File: src/rtl/alu_mul_sequencer_pkg.sv
// alu_mul_sequencer_pkg: Hack ALU control encodings and sequencer FSM states
package alu_mul_sequencer_pkg;
    typedef enum logic [1:0] {IDLE, RUN, DONE} state_t;
    localparam logic [5:0] ALU_ZERO = 6'b101010;
    localparam logic [5:0] ALU_ONE  = 6'b111111;
    localparam logic [5:0] ALU_NEG1 = 6'b111010;
    localparam logic [5:0] ALU_X    = 6'b001100;
    localparam logic [5:0] ALU_Y    = 6'b110000;
    localparam logic [5:0] ALU_NOTX = 6'b001101;
    localparam logic [5:0] ALU_NOTY = 6'b110001;
    localparam logic [5:0] ALU_NEGX = 6'b001111;
    localparam logic [5:0] ALU_NEGY = 6'b110011;
    localparam logic [5:0] ALU_XP1  = 6'b011111;
    localparam logic [5:0] ALU_YP1  = 6'b110111;
    localparam logic [5:0] ALU_XM1  = 6'b001110;
    localparam logic [5:0] ALU_YM1  = 6'b110010;
    localparam logic [5:0] ALU_ADD  = 6'b000010;
    localparam logic [5:0] ALU_XMY  = 6'b010011;
    localparam logic [5:0] ALU_YMX  = 6'b000111;
    localparam logic [5:0] ALU_AND  = 6'b000000;
    localparam logic [5:0] ALU_OR   = 6'b010101;
endpackage

File: src/rtl/alu_mul_sequencer_if.sv
// alu_mul_sequencer_if: operand/result handshake bundle of the multiplier sequencer
interface alu_mul_sequencer_if #(parameter int WIDTH = 16);
    logic             in_valid;
    logic             in_ready;
    logic [WIDTH-1:0] a;
    logic [WIDTH-1:0] b;
    logic             out_valid;
    logic             out_ready;
    logic [WIDTH-1:0] result;
    logic             res_zr;
    logic             res_ng;
    modport master (output in_valid, a, b, out_ready, input in_ready, out_valid, result, res_zr, res_ng);
    modport slave  (input in_valid, a, b, out_ready, output in_ready, out_valid, result, res_zr, res_ng);
endinterface

File: src/rtl/alu_mul_sequencer.sv
// alu_mul_sequencer: shift-and-add 16x16->16 multiplier that borrows the shared Hack ALU for its additions
module alu_mul_sequencer
    import alu_mul_sequencer_pkg::*;
#(
    parameter int WIDTH = 16,
    parameter int CNT_W = 4
) (
    input  logic             clk,
    input  logic             rst_n,
    alu_mul_sequencer_if.slave bus,
    output logic             alu_sel,
    output logic [WIDTH-1:0] alu_x,
    output logic [WIDTH-1:0] alu_y,
    output logic [5:0]       alu_ctl,
    input  logic [WIDTH-1:0] alu_out
);
    state_t           state, state_nx;
    logic [WIDTH-1:0] acc, mcand, mplier;
    logic [CNT_W-1:0] cnt;
    logic             run, done, last;

    assign run  = state == RUN;
    assign done = state == DONE;
    // stop once no multiplier bits remain, or after the final bit position
    assign last = mplier[WIDTH-1:1] == '0 || cnt == CNT_W'(WIDTH - 1);

    always_ff @(posedge clk or negedge rst_n)
        if (!rst_n) state <= IDLE;
        else        state <= state_nx;

    always_comb
        state_nx = state == IDLE ? (bus.in_valid ? RUN : IDLE) :
                   state == RUN  ? (last ? DONE : RUN) :
                                   (bus.out_ready ? IDLE : DONE);

    always_ff @(posedge clk or negedge rst_n)
        if (!rst_n) begin
            acc    <= '0;
            mcand  <= '0;
            mplier <= '0;
            cnt    <= '0;
        end else if (state == IDLE && bus.in_valid) begin
            acc    <= '0;
            mcand  <= bus.a;
            mplier <= bus.b;
            cnt    <= '0;
        end else if (run) begin
            if (mplier[0]) acc <= alu_out;
            mcand  <= mcand << 1;
            mplier <= mplier >> 1;
            cnt    <= cnt + CNT_W'(1);
        end

    // ALU-facing outputs sit at fixed reset values whenever the CPU owns the ALU
    always_comb begin
        bus.in_ready  = state == IDLE;
        bus.out_valid = done;
        bus.result    = done ? acc : '0;
        bus.res_zr    = done ? acc == '0 : 1'b1;
        bus.res_ng    = done & acc[WIDTH-1];
        alu_sel       = run;
        alu_x         = run ? acc : '0;
        alu_y         = run ? mcand : '0;
        alu_ctl       = run ? ALU_ADD : ALU_ZERO;
    end
endmodule

File: src/flat_wrapper.sv
// flat-port wrapper written by rule: the top's interface ports become plain ports
module alu_mul_sequencer_flat import alu_mul_sequencer_pkg::*;
#(
    parameter int WIDTH = 16,
    parameter int CNT_W = 4
)
  (clk, rst_n, alu_sel, alu_x, alu_y, alu_ctl, alu_out, bus_in_valid, bus_a, bus_b, bus_out_ready, bus_in_ready, bus_out_valid, bus_result, bus_res_zr, bus_res_ng);
  alu_mul_sequencer_if #(.WIDTH(WIDTH)) bus_i ();
  input  logic clk;
  input  logic rst_n;
  output logic alu_sel;
  output logic [WIDTH-1:0] alu_x;
  output logic [WIDTH-1:0] alu_y;
  output logic [5:0] alu_ctl;
  input  logic [WIDTH-1:0] alu_out;
  input wire logic [$bits(bus_i.in_valid)-1:0] bus_in_valid;
  input wire logic [$bits(bus_i.a)-1:0] bus_a;
  input wire logic [$bits(bus_i.b)-1:0] bus_b;
  input wire logic [$bits(bus_i.out_ready)-1:0] bus_out_ready;
  output wire logic [$bits(bus_i.in_ready)-1:0] bus_in_ready;
  output wire logic [$bits(bus_i.out_valid)-1:0] bus_out_valid;
  output wire logic [$bits(bus_i.result)-1:0] bus_result;
  output wire logic [$bits(bus_i.res_zr)-1:0] bus_res_zr;
  output wire logic [$bits(bus_i.res_ng)-1:0] bus_res_ng;
  assign bus_i.in_valid = bus_in_valid;
  assign bus_i.a = bus_a;
  assign bus_i.b = bus_b;
  assign bus_i.out_ready = bus_out_ready;
  assign bus_in_ready = bus_i.in_ready;
  assign bus_out_valid = bus_i.out_valid;
  assign bus_result = bus_i.result;
  assign bus_res_zr = bus_i.res_zr;
  assign bus_res_ng = bus_i.res_ng;
  alu_mul_sequencer #(.WIDTH(WIDTH), .CNT_W(CNT_W)) u_core (.clk(clk), .rst_n(rst_n), .bus(bus_i), .alu_sel(alu_sel), .alu_x(alu_x), .alu_y(alu_y), .alu_ctl(alu_ctl), .alu_out(alu_out));
endmodule
File: config.mk
export PLATFORM = sky130hd
export DESIGN_NAME = alu_mul_sequencer_flat
export DESIGN_NICKNAME = d
export VERILOG_FILES = /design/src/rtl/alu_mul_sequencer_pkg.sv /design/src/rtl/alu_mul_sequencer_if.sv /design/src/rtl/alu_mul_sequencer.sv /design/src/flat_wrapper.sv
export SDC_FILE = /design/constraint.sdc
export NUM_CORES = 1
export LEC_CHECK = 0
export BUFFER_PORTS_ARGS = -buffer_cell sky130_fd_sc_hd__buf_2
export CAP_MARGIN = 20
export CORE_UTILIZATION = 26
export DETAILED_ROUTE_END_ITERATION = 8
export PLACE_DENSITY = 0.48
export SYNTH_ARGS = -nofsm -noshare
export SYNTH_HDL_FRONTEND = slang
export SYNTH_SLANG_ARGS = --single-unit
File: constraint.sdc
create_clock -name clk -period 1.7 [get_ports clk]
set_clock_uncertainty 0.15 [all_clocks]
set_input_delay 0.17 -clock clk [delete_from_list [all_inputs] [get_ports clk]]
set_output_delay 0.17 -clock clk [all_outputs]
set_load 0.005 [all_outputs]
Word-level counts from Yosys, hierarchy flattened
Cells that the tools add are included.
Widths: inputs -> output; s select.

word-level totals
  bits in registers = 54
  output and inout bits = 59
  word-level logic and storage cells = 37

operators by class
  add/sub/neg operators = 1
  eq/ne operators = 3
  muxes and demuxes = 19
  bitwise logic cells = 1
  reductions and logical operators = 8

operators with widths
  cell                 count
  $mux 16              10
  $logic_not 16->1     1
  $logic_not 15->1     1
  $mux 2               4
  $mux 4               2
  $mux 6               1
  $add 4x1->4 const B  1
  $eq 4x4->1 const B   1
  $reduce_bool 2->1    2
  $eq 2x1->1 const B   1
  $eq 2x2->1 const B   1
  $logic_not 2->1      1
  $mux 1               2
  $reduce_and 2->1     1
  $and 1x1->1          1
  $logic_and 1x1->1    1
  $logic_or 1x1->1     1

Depth between registers and ports, before layout
Gate-level depths: netlist of run 1.

  word-level depth = 5
  depth in mapped cells = 5

Worst setup path after synthesis of run 1
OpenSTA, ideal clock, no wires.

  path kind = reg-to-output
  from = register u_core.state[0]
  to = output port bus_result[10]
  data arrival time = 1170 ps
  data required time = 1380 ps
  slack = 210 ps
  cell stages (with the launch flop) = 5
  path buffers = 2
  cell sequence = dfrtp_1 > buf_6 > nor2b_1 > buf_2 > and2_1

on the way
  longest elaborated chain between the ends = 2

RTL lines
  what                    RTL line                 text
  from (decl)             alu_mul_sequencer.sv:17  state_t state, state_nx;
  from (signal assigned)  alu_mul_sequencer.sv:29  else state <= state_nx;
  $eq 2x2->1              alu_mul_sequencer.sv:23  assign done = state == DONE;
  via bus_out_valid       flat_wrapper.sv:21       output wire logic [$bits(bus_i.out_valid)-1:0] bus_out_valid;
  $mux 16                 alu_mul_sequencer.sv:58  bus.result = done ? acc : '0;
  to (decl)               flat_wrapper.sv:22       output wire logic [$bits(bus_i.result)-1:0] bus_result;

The timed path passes the listed nets, and every way through them passes these cells.

Worst setup path in the final report of run 1
  from = register u_core.state[1]
  to = output port alu_x[2]

on the way
  longest elaborated chain between the ends = 2

RTL lines
  what        RTL line                 text
  $eq 2x1->1  alu_mul_sequencer.sv:22  assign run = state == RUN;
  $mux 16     alu_mul_sequencer.sv:62  alu_x = run ? acc : '0;
  to (decl)   flat_wrapper.sv:12       output logic [WIDTH-1:0] alu_x;

Every way passes these cells.

==> results of run 1 <==
## metal layers
layer	global-route usage [%]	wire [µm]	vias up
li1	-	-	1316
met2	24.9	3910	88
met3	3.40	402	5
met5	0	0	-
met4	3.67	78	0
met1	18.3	3650	1220
## power by group through the flow
stage / combinational, mW / clock, mW / sequential, mW
after floorplan: 1.77 / 0 / 2.18
after global placement: 2.49 / 0 / 2.34
after detailed placement: 2.50 / 0 / 2.34
after CTS: 3.06 / 0.940 / 2.32
after global routing: 3.62 / 0.987 / 2.41
final: 3.27 / 0.890 / 2.33
## sequential cells by signal, indices dropped and copies added (netlist names)
signal and cells:
u_core.mcand 16, u_core.cnt 4, u_core.mplier 16, u_core.state 2, u_core.acc 16
## cell usage in the layout, fill, tap and decap left out, types with 2 or more instances in the layout
master,Yosys,layout
nand2_1,55,55
and2_4,0,6
buf_6,3,17
o21ai_1,4,9
clkbuf_8,0,5
dfrtp_1,54,52
nor2_4,1,2
buf_12,0,2
buf_2,12,100
clkinvlp_4,0,2
nor4_1,7,4
o21ai_0,17,12
nand4_1,2,2
and3b_1,16,15
a22o_1,16,16
nor4_2,0,3
a22oi_1,15,14
conb_1,2,4
dfrtp_2,0,2
buf_4,9,21
and2_1,33,27
a21oi_1,16,16
dlygate4sd3_1,0,50
## worst paths after layout
kind                                  startpoint  slack (ns)                to
worst max-delay path             u_core.state[1]       -0.02          alu_x[2]
worst min-delay path                bus_in_valid        0.13     u_core.cnt[2]
worst max register to register   u_core.state[0]        0.07   u_core.mcand[4]
worst min register to register  u_core.mplier[0]        0.35  u_core.mplier[0]
max in group asynchronous                  rst_n        0.88   u_core.state[0]
min in group asynchronous                  rst_n        0.22     u_core.acc[0]
## what timing repair did
action                                 in CTS  in global routing
hold buffers                               50                  0
resized for setup                          27                 21
setup endpoints to repair                  49                103
endpoints found under the hold margin     103                  0
cloned                                      4                  2
pin swaps                                  22                  8
setup buffers                              13                  7
## critical path, cell delays in order (launching register included)
cell and delay (ns):
dfrtp_2 0.42, nand2b_4 0.22, clkinvlp_4 0.16, and2_1 0.16
buf_2 0.12
## kinds of logic (layout without fill, tap and decap cells)
family / Yosys count / in the layout
buffers and inverters: 27 / 204
AND/OR/NAND/NOR: 121 / 121
AO/OA/AOI/OAI: 73 / 73
adder cells (fa/ha/maj): 1 / 1
flip-flops: 54 / 54
other: 2 / 4
## area by class of cell
cell class                      count  area [µm²]  area share [%]
Timing Repair Buffer              192        1430            33.0
Sequential cell                    54        1350            31.3
Multi-Input combinational cell    199        1240            28.7
Tap cell                          133         166            3.84
Clock buffer                        5        68.8            1.59
Clock inverter                      3        43.8            1.01
Timing Repair inverter              2        15.0           0.347
Inverter                            2        10.0           0.231
## metrics by stage
stage	instances	power [mW]	instance area [µm²]
6_report	590	6.49	4330
5_1_grt	590	7.02	4330
4_1_cts	582	6.33	4180
3_5_place_dp	507	4.85	3370
3_3_place_gp	507	4.83	3370
2_1_floorplan	280	3.95	2700
==> results.yml, run 1 <==
clock_tree:
  cts-root-buf: "clkbuf_8"
  cts_sinks: 54
  htree_levels: 2
  insertion_delay_ns: 0.32
  tritoncts: "built"
  path_clk_slew_ns: 0.10
  cts_made_buffers: 5
  cts_max_path_buffers: 2
global_routing:
  track_usage_pct: 14.5
  overflow: 0
  grt_antenna_before_repair: 0
  grt_pass1_wl_mm: 12.7
  grt_max_degree: 55
  grt_pass1_vias: 2609
pwr:
  ir_drop_mv: 0.628
  pwr-share-seq_pct: 35.9
  intPower_mw: 4.02
  power_density_nw_per_um2: 1500
  p_clk_share_pct: 13.7
  p_comb_share_pct: 50.4
  netSwitchingPower_mw: 2.47
  power.share.switching_pct: 38.1
  power_leakage_nw: 2.24
yosys:
  async_reset_ff_share_pct: 100
  yosysTopAreaCellShare_pct: 50.1
  netlist_instances: 278
  synthFlopType: "dfrtp_1"
  synth_edf_count: 0
  seq_area_frac_synth_pct: 50.1
  yosys-mux-area-fraction_pct: 0
  synthDistinctLibCells: 32
  yosysMostFrequentCell: "nand2_1"
  syn_area_per_cell_um2: 9.70
  synthAdderAreaFrac_pct: 0.464
  synth_area_leaders: "dfrtp_1, and2_1, nand2_1"
  synth_top_family_by_area: "simple AND/OR/NAND/NOR gates"
  yosys.area_share.simple_pct: 25.0
  synthXorXnorAreaFrac_pct: 0
  netlist_top_cells_count: "nand2_1, dfrtp_1, and2_1, o21ai_0"
  ys_warn_count: 0
  synth_compound_area_share_pct: 17.7
  syn-cell-area_um2: 2700
  synth.largest_area_cell: "dfrtp_1"
  ys_ff_latch: 54
placement:
  dp_hpwl_mm: 4.67
  port_buffers: 106
  dp_slack_ns: 0.0246
  gp_congestion: 0.751
drt:
  first_pass_iters: 6
  vias_per_cell: 4.46
  drc: 0
  drtAntennaViolNets: 0
  vias: 2629
  finalWirelength_mm: 8.03
  drt-initial-drc-count: 120
  wl_per_cell_um: 13.6
timing:
  fin_crit_sh_pct: 101
  setup_tns_ns: -0.0514
  worst_slack_ns: -0.0210
  fin_crit_ns: 1.72
  slew_violations: 0
  finalHoldWorstSlack_ns: 0.129
  fmax_ghz: 0.581
  finalHoldViolations: 0
  rsz0062_at_grt: "yes"
  finalSetupViolations: 7
finish:
  syn2layout_area_growth_pct: 60.6
  fin_util_pct: 43.7
  n_antenna_cell: 0
  fillers: 996
  final_nets: 509
  drive_above_1_share_pct: 37.6
floorplan:
  die-area_um2: 10800
  dieWidth_um: 104
  start_util_pct: 27.2
  fp.coreArea_um2: 9910
  die_y_um: 104
  row_count: 36
  io_pins: 111
min_path:
  hold_class: "in -> reg"
  hold_depth: 4
flow_run:
  drv_cap: 0
status:
  status: "complete, but fails checks"
  violations: "negative setup slack"
worst_setup_path:
  end_kind: "primary output"
  reg2reg_depth: 7
  crit_required_ns: 1.38
  critPathKind: "reg -> out"
  critPathMaxFanout: 5
  crit_arrival_ns: 1.40
  critPathLaunchType: "flip-flop"
Note: power is estimated with default switching activity, not from simulation.
==> run 2: changes to the inputs <==
Settings changed: RECOVER_POWER set to 100.
==> run 2 against run 1 <==
Effect of this change:
- the flow still finishes with violations (negative setup slack)
- utilization decreased by 0.38 points
- largest power group unchanged
- global-route usage is the same
- clock power about the same
- die area did not move
- power decreased by 0.75%
- count of clock-buffer cells in the layout is the same
- non-clock buffer count is the same
- final cell count unchanged
- cell area fell by 0.87%
- wire length is essentially flat
- critical path type unchanged
- sequential cell count is the same
- critical path depth is the same
==> results.yml, run 2 (synthesized netlist as in run 1, its figures left out) <==
status:
  violations: "negative setup slack"
  status: "complete, but fails checks"
drt:
  top_layer: "met4"
  finalWirelength_mm: 8.04
  routed-wl-met3_um: 454
  vias_per_cell: 4.50
  wl_per_cell_um: 13.6
  drc: 0
  first_pass_iters: 5
  drtAntennaViolNets: 0
  drt-initial-drc-count: 129
  met1Wirelength_mm: 3.64
  wl_met2_mm: 3.86
  vias: 2656
min_path:
  min_to: "u_core.cnt[2]"
  hold_class: "in -> reg"
  hold_depth: 4
  hold_start: "bus_in_valid"
timing:
  fin_crit_ns: 1.73
  finalSetupViolations: 9
  maxSlewHeadroom_pct: 48.4
  fin_crit_sh_pct: 102
  slew_violations: 0
  worst_pin_slew_ns: 0.775
  worst_slack_ns: -0.0259
  fmax_ghz: 0.579
  rsz0062_at_grt: "yes"
  finalHoldViolations: 0
placement:
  dpl.cell_count: 507
  port_buffers: 106
  dp_hpwl_mm: 4.67
  place_area_um2: 3370
  gp_congestion: 0.751
finish:
  syn2layout_area_growth_pct: 59.2
  final_cell_mix: "buf_2, nand2_1, dfrtp_1"
  final_nets: 509
  drive_above_1_share_pct: 37.4
  n_antenna_cell: 0
  reg_top3: "u_core.acc: 16 flops, u_core.mcand: 16 flops, u_core.mplier: 16 flops"
  instances_no_fill: 590
  fin_area_um2: 4290
  layout_commonest_cell: "buf_2"
flow_run:
  drv_cap: 0
floorplan:
  start_util_pct: 27.2
  fp.coreArea_um2: 9910
  die-area_um2: 10800
  io_pins: 111
  row_count: 36
  dieWidth_um: 104
  die_y_um: 104
worst_setup_path:
  cp_slowest_cell: "dfrtp_2"
  max_stage_delay_ns: 0.42
  path_cells: "nand2b_4, clkinvlp_4, and2_1, buf_2"
  rrSetupSlack_ns: 0.04
  critPathLaunchType: "flip-flop"
  critPathKind: "reg -> out"
  regToRegEndpoint: "u_core.mcand[9]"
  crit_family: "flip-flops"
  worst-path-buf-inv: 2
  cp.depth: 4
  crit_arrival_ns: 1.41
  crit_required_ns: 1.38
  end_kind: "primary output"
  rr_startpoint: "u_core.state[0]"
  reg2reg_depth: 6
  critPathMaxFanout: 5
clock_tree:
  insertion_delay_ns: 0.32
  cts_max_path_buffers: 2
  cts-root-buf: "clkbuf_8"
  cts_made_buffers: 5
  cts_sinks: 54
  htree_levels: 2
  path_clk_slew_ns: 0.10
  tritoncts: "built"
global_routing:
  overflow: 0
  grt_max_degree: 55
  track_usage_pct: 14.5
  grt_pass1_wl_mm: 12.7
  grt_antenna_before_repair: 0
  grt_pass1_vias: 2609
pwr:
  power_density_nw_per_um2: 1500
  ir_drop_mv: 0.626
  power_leakage_nw: 2.23
run 2: cell type report:
cell class | instances | area, µm²
Fill cell | 1001 | 5620
Inverter | 2 | 10.0
Clock buffer | 5 | 68.8
Tap cell | 133 | 166
Timing Repair inverter | 2 | 15.0
Timing Repair Buffer | 192 | 1400
Multi-Input combinational cell | 199 | 1240
Sequential cell | 54 | 1350
Clock inverter | 3 | 43.8
run 2: power by group:
| group | internal, mW | leakage [nW] | switching, mW |
|---|---|---|---|
| sequential | 1.86 | 0.694 | 0.471 |
| clock | 0.442 | 0.0585 | 0.446 |
| combinational | 1.67 | 1.47 | 1.55 |
| total | 3.97 | 2.23 | 2.47 |
run 2: how the worst max path moves through the flow:
stage | startpoint | end | slack [ns]
floorplan | u_core.state[0] | bus_result[10] | 0.21
global placement | u_core.state[0] | u_core.mplier[6] | 0.11
detailed placement | u_core.state[0] | u_core.mplier[14] | 0.02
CTS | u_core.state[1] | alu_x[15] | -0.06
global route | u_core.state[0] | alu_y[3] | -0.08
finish | u_core.state[1] | alu_x[2] | -0.03
run 2: worst register-to-register path: cells and delay by family, from the launching register on:
kind,cells,cell delay (ns)
buffers and inverters,4,0.64
flip-flops,1,0.47
AND/OR/NAND/NOR,1,0.17
AO/OA/AOI/OAI,1,0.13
run 2: per-stage QoR:
step | util (%) | setup slack, ns | total power, mW | TNS [ns] | hold slack (ns)
after CTS | 42.2 | -0.0599 | 6.33 | -2.02 | 0.112
after global routing | 43.3 | -0.0847 | 6.97 | -3.10 | 0.246
after detailed placement | 34.0 | 0.0246 | 4.85 | 0 | 0.0462
after global placement | 34.0 | 0.108 | 4.83 | 0 | 0.0489
after floorplan | - | 0.210 | 3.95 | 0 | -0.276
final | 43.3 | -0.0259 | 6.44 | -0.0863 | 0.140
run 2: per-layer routing:
metal  vias up  GRT usage (%)
met2        98           24.9
met1      1234           18.3
met3         5           3.40
li1       1319              -
met5         -              0
met4         0           3.67
run 2: repair_timing:
item,4_1_cts,5_1_grt
gates cloned,4,2
setup buffers,13,7
pin swaps,22,8
hold buffers,50,0
gates resized for setup,27,21
endpoints found under the hold margin,103,0
setup endpoints to repair,49,103
